$ cat src/rtl/sat_accum_mc.sv
// Multi-channel saturating accumulator: valid/ready sample in, clamped running sum per channel out.
// Latency: a sample accepted at edge N updates its channel and appears on out_* from edge N to N+1.
// Backpressure: in_ready drops only during a clear-all sweep (NCH cycles); out_* has no backpressure.
module sat_accum_mc #(
    parameter int IN_W  = 8,
    parameter int ACC_W = 16,
    parameter int NCH   = 4,
    parameter int CH_W  = $clog2(NCH)
) (
    input  logic             clk,
    input  logic             rst,
    input  logic             in_valid,
    output logic             in_ready,
    input  logic [CH_W-1:0]  in_ch,
    input  logic [IN_W-1:0]  in_data,
    input  logic             in_signed,
    input  logic             clr,
    input  logic [CH_W-1:0]  clr_ch,
    input  logic             clr_all,
    output logic             out_valid,
    output logic [CH_W-1:0]  out_ch,
    output logic [ACC_W-1:0] out_sum,
    output logic             out_sat,
    output logic [NCH-1:0]   sat_flags
);

    typedef enum logic {
        ST_IDLE  = 1'b0,
        ST_SWEEP = 1'b1
    } state_t;

    localparam logic [ACC_W-1:0] SMAX = {1'b0, {(ACC_W-1){1'b1}}};
    localparam logic [ACC_W-1:0] SMIN = {1'b1, {(ACC_W-1){1'b0}}};
    localparam logic [CH_W-1:0]  LAST_CH = CH_W'(NCH - 1);

    state_t           state_q;
    logic [CH_W-1:0]  idx_q;
    logic             rdy_q;

    logic [ACC_W-1:0] acc_q [NCH];
    logic [ACC_W-1:0] acc_d [NCH];
    logic [NCH-1:0]   sat_q;
    logic [NCH-1:0]   sat_d;

    logic             out_valid_q;
    logic [CH_W-1:0]  out_ch_q;
    logic [ACC_W-1:0] out_sum_q;
    logic             out_sat_q;

    logic             accept;
    logic             sweeping;
    logic             clr_eff;
    logic             clr_hit;
    logic [ACC_W-1:0] base;
    logic [ACC_W:0]   data_ext;
    logic [ACC_W:0]   sum_ext;
    logic [ACC_W-1:0] res_d;
    logic             ovf_d;

    assign in_ready  = rdy_q;
    assign out_valid = out_valid_q;
    assign out_ch    = out_ch_q;
    assign out_sum   = out_sum_q;
    assign out_sat   = out_sat_q;
    assign sat_flags = sat_q;

    // Read-modify-write datapath: a clear on the same channel makes the add start from zero.
    always_comb begin
        accept   = in_valid & rdy_q;
        sweeping = (state_q == ST_SWEEP);
        clr_eff  = clr & ~sweeping;
        clr_hit  = clr_eff & (clr_ch == in_ch);
        base     = clr_hit ? '0 : acc_q[in_ch];
        data_ext = '0;
        sum_ext  = '0;
        res_d    = '0;
        ovf_d    = 1'b0;
        if (in_signed) begin
            data_ext = {{(ACC_W + 1 - IN_W){in_data[IN_W-1]}}, in_data};
            sum_ext  = {base[ACC_W-1], base} + data_ext;
            // True sum fits ACC_W+1 bits; it is out of range when the top two bits disagree.
            ovf_d    = sum_ext[ACC_W] ^ sum_ext[ACC_W-1];
            if (ovf_d) begin
                res_d = sum_ext[ACC_W] ? SMIN : SMAX;
            end else begin
                res_d = sum_ext[ACC_W-1:0];
            end
        end else begin
            data_ext = {{(ACC_W + 1 - IN_W){1'b0}}, in_data};
            sum_ext  = {1'b0, base} + data_ext;
            ovf_d    = sum_ext[ACC_W];
            res_d    = ovf_d ? '1 : sum_ext[ACC_W-1:0];
        end
    end

    // Per-channel next state: sweep zeroing, then sample update, then standalone clear.
    always_comb begin
        for (int i = 0; i < NCH; i++) begin
            acc_d[i] = acc_q[i];
            sat_d[i] = sat_q[i];
            if (sweeping && (idx_q == CH_W'(i))) begin
                acc_d[i] = '0;
                sat_d[i] = 1'b0;
            end else if (accept && (in_ch == CH_W'(i))) begin
                acc_d[i] = res_d;
                sat_d[i] = (sat_q[i] & ~clr_hit) | ovf_d;
            end else if (clr_eff && (clr_ch == CH_W'(i))) begin
                acc_d[i] = '0;
                sat_d[i] = 1'b0;
            end
        end
    end

    // Accumulator and sticky flag registers.
    always_ff @(posedge clk or negedge rst) begin
        if (!rst) begin
            for (int i = 0; i < NCH; i++) begin
                acc_q[i] <= '0;
            end
            sat_q <= '0;
        end else begin
            for (int i = 0; i < NCH; i++) begin
                acc_q[i] <= acc_d[i];
            end
            sat_q <= sat_d;
        end
    end

    // Clear-all FSM; in_ready is registered so it tracks the state one edge later.
    always_ff @(posedge clk or negedge rst) begin
        if (!rst) begin
            state_q <= ST_IDLE;
            idx_q   <= '0;
            rdy_q   <= 1'b0;
        end else begin
            case (state_q)
                ST_IDLE: begin
                    if (clr_all) begin
                        state_q <= ST_SWEEP;
                        idx_q   <= '0;
                        rdy_q   <= 1'b0;
                    end else begin
                        rdy_q   <= 1'b1;
                    end
                end
                ST_SWEEP: begin
                    if (idx_q == LAST_CH) begin
                        state_q <= ST_IDLE;
                        idx_q   <= '0;
                        rdy_q   <= 1'b1;
                    end else begin
                        idx_q   <= idx_q + 1'b1;
                    end
                end
                default: begin
                    state_q <= ST_IDLE;
                    idx_q   <= '0;
                    rdy_q   <= 1'b0;
                end
            endcase
        end
    end

    // Informational update stream: one beat per accepted sample.
    always_ff @(posedge clk or negedge rst) begin
        if (!rst) begin
            out_valid_q <= 1'b0;
            out_ch_q    <= '0;
            out_sum_q   <= '0;
            out_sat_q   <= 1'b0;
        end else begin
            out_valid_q <= accept;
            if (accept) begin
                out_ch_q  <= in_ch;
                out_sum_q <= res_d;
                out_sat_q <= ovf_d;
            end
        end
    end

endmodule

$ cat config.mk
export PLATFORM = sky130hd
export DESIGN_NAME = sat_accum_mc
export DESIGN_NICKNAME = d
export VERILOG_FILES = /design/src/rtl/sat_accum_mc.sv
export SDC_FILE = /design/constraint.sdc
export NUM_CORES = 1
export LEC_CHECK = 0
export CAP_MARGIN = 10
export CORE_MARGIN = 1.5
export CORE_UTILIZATION = 35
export DETAILED_ROUTE_END_ITERATION = 8
export SYNTH_ARGS = -nofsm -noshare
export SYNTH_HDL_FRONTEND = slang
export SYNTH_SLANG_ARGS = --single-unit
$ cat constraint.sdc
create_clock -name clk -period 3.4 [get_ports clk]
set_input_delay 0.68 -clock clk [delete_from_list [all_inputs] [get_ports clk]]
set_output_delay 0.68 -clock clk [all_outputs]
set_load 0.01 [all_outputs]
==> results of run 1 <==
-- power by group --
group | switching (mW) | total (mW) | leakage (nW) | internal, mW
clock | 0.440 | 1.19 | 0.174 | 0.745
sequential | 0.294 | 1.86 | 1.20 | 1.56
combinational | 2.21 | 4.38 | 2.10 | 2.16
total | 2.95 | 7.42 | 3.48 | 4.47
-- cells in the mapped netlist (all sizes together) (3+ instances only) --
| library cell | instances |
|---|---|
| nor2b | 4 |
| o2111ai | 3 |
| and3 | 5 |
| nor3 | 7 |
| a21oi | 16 |
| o21ai | 62 |
| o31ai | 3 |
| a21o | 5 |
| and2 | 20 |
| nand2 | 83 |
| o21a | 7 |
| mux2i | 3 |
| xnor2 | 11 |
| a211oi | 3 |
| ha | 20 |
| a21boi | 5 |
| nor2 | 21 |
| nand2b | 8 |
| buf | 9 |
| xor2 | 6 |
| dfrtp | 92 |
| clkbuf | 11 |
| inv | 9 |
| a22o | 30 |
| a31oi | 7 |
| mux4 | 15 |
-- metrics by stage --
step	total power, mW	hold slack [ns]	cell area (um2)	TNS (ns)	setup slack [ns]
2_1_floorplan	4.08	0.384	5580	-26.07	-0.377
3_3_place_gp	5.47	0.460	6830	-88.56	-1.14
3_5_place_dp	5.54	0.464	6830	-90.53	-1.14
4_1_cts	7.14	0.424	7680	-26.96	-0.363
5_1_grt	7.85	0.456	7950	-26.80	-0.372
6_report	7.42	0.387	7950	-17.29	-0.244
-- per-layer routing --
layer  track usage  part of all wire  wire [um]  vias up
met5             0                 0          0        -
li1              -                 -          -     2142
met4        0.0515             0.014        234        0
met1         0.268              0.44       7150     2296
met3        0.0261             0.049        797       22
met2         0.335              0.50       8060      116
-- flip-flops by register name, summed over array words and instances (netlist names) --
register and flops:
acc_q 64, out_sum 16, sat_flags 4, idx_q 2, out_ch 2, in_ready 1, out_sat 1, out_valid 1
state_q 1
-- area by class of cell --
| class | instances | area (um2) |
|---|---|---|
| tap | 188 | 235 |
| inverter | 10 | 37.5 |
| multi-input combinational | 382 | 3580 |
| clock buffer | 10 | 239 |
| timing repair buffer | 160 | 1430 |
| fill | 1304 | 7140 |
| clock inverter | 6 | 116 |
| sequential | 92 | 2300 |
-- critical path, delay by kind of cell --
kind / cells / cell delay, ns
simple gates: 4 / 0.86
compound gates: 6 / 1.34
buf+inv: 4 / 0.57
xor+xnor: 1 / 0.18
fa+ha+maj: 1 / 0.25
-- how the worst min path moves through the flow --
stage and endpoint:
2_1_floorplan acc_q[0], 3_3_place_gp acc_q[39], 3_5_place_dp acc_q[39], 4_1_cts acc_q[54], 5_1_grt acc_q[54], 6_report acc_q[54]
-- what timing repair did --
item / CTS / global route
gates cloned: 4 / 3
buffers inserted: 19 / 7
setup endpoints to repair: 85 / 85
resized for setup: 78 / 50
pin swaps: 51 / 57
-- cells by family (layout without fill, tap and decap cells) --
logic type | after synthesis | count (layout) | share of synthesized area
adders and majority gates | 21 | 21 | 0.0503
and+or+nand+nor | 161 | 168 | 0.171
DFF | 92 | 92 | 0.428
buffers and inverters | 30 | 186 | 0.0282
xor gates and xnor gates | 17 | 17 | 0.0277
AOI/OAI and AO/OA | 157 | 157 | 0.225
muxes | 19 | 19 | 0.0705
==> reports/results.txt, run 1 <==
Site row count = 45
DRT antenna net count = 0
GP Congestion = 0.853
Critical Path Slowest Stage Cell = or3_4
Slew margin rel. = 0.488
Commonest non-fill, non-tap cell in the layout = buf_4
Antenna fix cells = 0
Overall routed net length = 16.2 mm
Peak supply drop = 0.479 mV
Initial Util = 0.356
TritonCTS clock tree = built
Slew at the pin with the worst max-slew slack = 0.765 ns
Area delta synth->final = 47.7%
Non-Filler Instances = 848
Outcome = finished, violations left
Clock Tree Buf Depth = 2
Fmax = 274 MHz
Reg clk slew, reported paths = 0.07 ns
Clock Root Buffer = clkbuf_16
Crit path to = acc_q[40]
Hold bufs inserted after CTS = 0
Total Die Area = 0.0161 mm2
Final hold vios = 0
Remaining DRCs = 0
Ys flop type = dfrtp_1
Reg-to-reg startpoint = state_q
Largest net degree at the start of global routing = 57
Width of the die = 127 um
Dpl hpwl = 10.9 mm
CP startpoint = in_ch[0]
RSZ-0062 raised after global routing = true
CTS H-tree lvls = 3
Max Slew Vio Count = 0
Max Clock Skew = 0.00827 ns
Via density = 5.40
Final worst setup slack = -0.244 ns
Total clock sinks = 92
Startpoint class of the critical path = input port
Port bufs = 42
Post-Synthesis Cells = 497
IO Count = 43
Total grt overflow = 0
Synth cell types = 72
Warnings, synthesis = 0
Nets = 694
Crit-path most repeated cell = buf_6
R2R Setup Slk = -0.18 ns
Worst setup path class = input port to register
P_leak = 3.48 nW
Vias in the first global route = 4732
Worst skew pair latency = 0.35 ns
Placed Instances = 803
Register area share after synthesis = 0.428
Area contributors post-synth = dfrtp_1, mux4_2, nand2_1
Maxcap violations = 0
Worst setup EP type = register
Final Cycle Share = 1.07
Core ar. = 0.0151 mm2
Die height = 127 um
DRT Pass-1 Iters = 4
Worst R2R End = acc_q[40]
P per Cell Area = 933 mW/mm2
Area leader, netlist = dfrtp_1
Post-Syn Nets = 536
Failing checks = negative setup slack
Via count = 4576
Initial antenna violation count = 0
#FFs+latches synth = 92
Synth top area share = 0.428
Fin crit period = 3.64 ns
CP Data Required Time = 3.63 ns
Share of cells above drive strength 1 = 0.430
Hold Path Class = input port to asynchronous set/reset pin
R2R depth = 15
CP Data Arrival Time = 3.88 ns
First-pass GRT wire length = 25.1 mm
Post-synth ARST share = 1.00
Number of flops mapped to enable cells by yosys = 0
Detailed-route wire length per cell = 19.2 um
Crit path cell chain = buf_12 -> xor2_2 -> or3_4 -> buf_6 -> and2_4 -> ha_4 -> a21o_1 -> o21a_1 -> a311o_2 -> and2_4 -> o21ai_4 -> buf_6 -> nand4_1 -> a22oi_2 -> buf_6 -> o21ai_2
DRT iter0 DRCs = 310
Mapped Area = 0.00538 mm2
Max stage delay on crit path = 0.42 ns
Leading cell types in the layout, fill and taps excluded = buf_4, dfrtp_1, nand2_1
TritonCTS Buffers = 9
Setup-failing EPs final = 85
Worst-path fanout max = 6
Mapped Avg Cell Area = 10.8 um2
GR Util All Layers = 0.198
Layout Utilization = 0.527
No activity file was read; power rests on OpenSTA's default activity.
==> run 2: changes to the inputs <==
--- a/config.mk
+++ b/config.mk
@@ -6,9 +6,9 @@
 export NUM_CORES = 1
 export LEC_CHECK = 0
 export CAP_MARGIN = 10
-export CORE_MARGIN = 1.5
 export CORE_UTILIZATION = 35
 export DETAILED_ROUTE_END_ITERATION = 8
+export GPL_ROUTABILITY_DRIVEN = 0
 export SYNTH_ARGS = -nofsm -noshare
 export SYNTH_HDL_FRONTEND = slang
 export SYNTH_SLANG_ARGS = --single-unit
==> reports/results.txt, run 2 (synthesis gave the netlist of run 1 again) <==
Overall routed net length = 15.5 mm (-4.6%)
Routed met3 length = 456 um (-43%)
Final worst setup slack = -0.235 ns (+0.00990 ns)
TritonCTS Buffers = 9 (unchanged)
DRT Pass-1 Iters = 5 (+1)
Remaining DRCs = 0 (unchanged)
Initial Util = 0.364 (+0.00810)
Slew margin rel. = 0.251 (-0.236)
Max stage delay on crit path = 0.45 ns (+0.03 ns)
Die height = 126 um (-0.79%)
Port bufs = 42 (unchanged)
Maxcap violations = 0 (unchanged)
CP Data Arrival Time = 3.86 ns (-0.02 ns)
Delay-heaviest family, CP = compound AO/OA/AOI/OAI gates
Hold Path Class = input port to asynchronous set/reset pin
Share of cells above drive strength 1 = 0.428 (-0.00261)
Critical Path Slowest Stage Cell = a311o_2
Met1 wire length = 7.06 mm (-1.3%)
Worst slack at placement = -1.20 ns (-0.0607 ns)
IO Count = 43 (unchanged)
Leading cell types in the layout, fill and taps excluded = dfrtp_1, buf_4, nand2_1
Dpl hpwl = 10.9 mm (-0.56%)
Clock Tree Buf Depth = 2 (unchanged)
Worst path buffer plus inverter count = 4 (unchanged)
R2R Setup Slk = -0.14 ns (+0.04 ns)
Worst R2R End = sat_flags[3]
Area delta synth->final = 45.9%
TritonCTS clock tree = built
DRT antenna net count = 0 (unchanged)
Via density = 5.43 (+0.66%)
P per Cell Area = 903 mW/mm2 (-3.2%)
Crit path cell chain = buf_6 -> xor2_4 -> or3_4 -> buf_6 -> and2_1 -> ha_1 -> a21oi_2 -> o21ai_1 -> a311o_2 -> and2_4 -> o21ai_4 -> a31oi_4 -> buf_4 -> buf_6 -> a32o_1
Total clock sinks = 92 (unchanged)
Non-Filler Instances = 834 (-1.7%)
Placed Instances = 788 (-1.9%)
Met2 WL post-DR = 7.72 mm (-4.2%)
Final Cycle Share = 1.07 (-0.00291)
P_leak = 3.41 nW (-2.0%)
DRT iter0 DRCs = 279 (-10%)
Outcome = finished, violations left
Initial antenna violation count = 0 (unchanged)
Reg-to-reg startpoint = state_q
RSZ-0062 raised after global routing = true
Worst-path fanout max = 7 (+1)
Nets = 685 (-1.3%)
Site row count = 44 (-2.2%)
Width of the die = 126 um (-0.79%)
Max Slew Vio Count = 0 (unchanged)
Crit-path most repeated cell = buf_6
Hold Slack = 0.419 ns (+0.0319 ns)
Worst setup path class = input port to register
Top layer in use = met4
Detailed-route wire length per cell = 18.6 um (-2.9%)
Antenna fix cells = 0 (unchanged)
Worst setup EP type = register
Fin crit period = 3.63 ns (-0.00990 ns)
Commonest non-fill, non-tap cell in the layout = dfrtp_1
Layout Utilization = 0.532 (+0.00518)
R2R depth = 14 (-1)
Total grt overflow = 0 (unchanged)
Vias in the first global route = 4702 (-0.63%)
CP Data Required Time = 3.63 ns (about the same)
Core ar. = 0.0148 mm2 (-2.2%)
Final instance area = 0.00785 mm2 (-1.3%)
Slew at the pin with the worst max-slew slack = 1.12 ns (+0.356 ns)
Max Clock Skew = 0.00842 ns (+0.000149 ns)
Largest register FFs = 64 (unchanged)
Setup-failing EPs final = 85 (unchanged)
CTS H-tree lvls = 3 (unchanged)
Reg clk slew, reported paths = 0.06 ns (about the same)
Startpoint class of the critical path = input port
Peak supply drop = 0.399 mV (-17%)
Total Die Area = 0.0159 mm2 (-1.6%)
Register bank with the most flops = acc_q
Clock Root Buffer = clkbuf_16
Placed Area = 0.00673 mm2 (-1.5%)
Worst skew pair latency = 0.34 ns (about the same)
Via count = 4530 (-1.0%)
First-pass GRT wire length = 24.9 mm (-0.63%)
Final hold vios = 0 (unchanged)
GR Util All Layers = 0.201 (+0.00286)
Largest net degree at the start of global routing = 63 (+11%)
Fmax = 275 MHz (+0.27%)
Failing checks = negative setup slack
-- run 2: area by class of cell --
class                   instances  area (um2)
well taps                     184         230
repair buffers                152        1400
clock buffers                  12         256
flip-flops and latches         92        2300
clock inverters                 3        22.5
fillers                      1257        6910
multi-input cells             381        3600
inverters                      10        37.5
-- run 2: what timing repair did --
item	in CTS	in global routing
hold endpoints to repair	0	0
gates cloned	4	2
pin swaps	46	70
setup endpoints to repair	85	85
hold buffers	0	0
buffers inserted	16	14
gates resized for setup	87	54
-- run 2: layer usage --
layer  track usage  vias up
li1              -     2128
met1         0.271     2288
met2         0.333       96
met3        0.0259       18
met4        0.0659        0
met5             0        -
-- run 2: worst max path at each step --
stage / depth (start not counted) / startpoint / end
finish: 15 / in_ch[1] / sat_flags[3]
global route: 16 / in_ch[1] / acc_q[38]
CTS: 16 / in_ch[0] / acc_q[27]
detailed placement: 16 / clr_ch[1] / out_sum[14]
global placement: 17 / in_ch[1] / acc_q[29]
floorplan: 14 / in_ch[0] / acc_q[33]
-- run 2: stage by stage --
stage / power, mW / TNS [ns]
5_1_grt: 7.51 / -26.21
4_1_cts: 6.81 / -25.37
3_5_place_dp: 5.45 / -93.10
3_3_place_gp: 5.38 / -87.88
6_report: 7.09 / -15.65
2_1_floorplan: 4.08 / -26.07
-- run 2: where the power goes --
part           switching [mW]  internal [mW]
Combinational            2.16           2.12
Clock                   0.410          0.533
Sequential              0.299           1.56
Total                    2.87           4.21
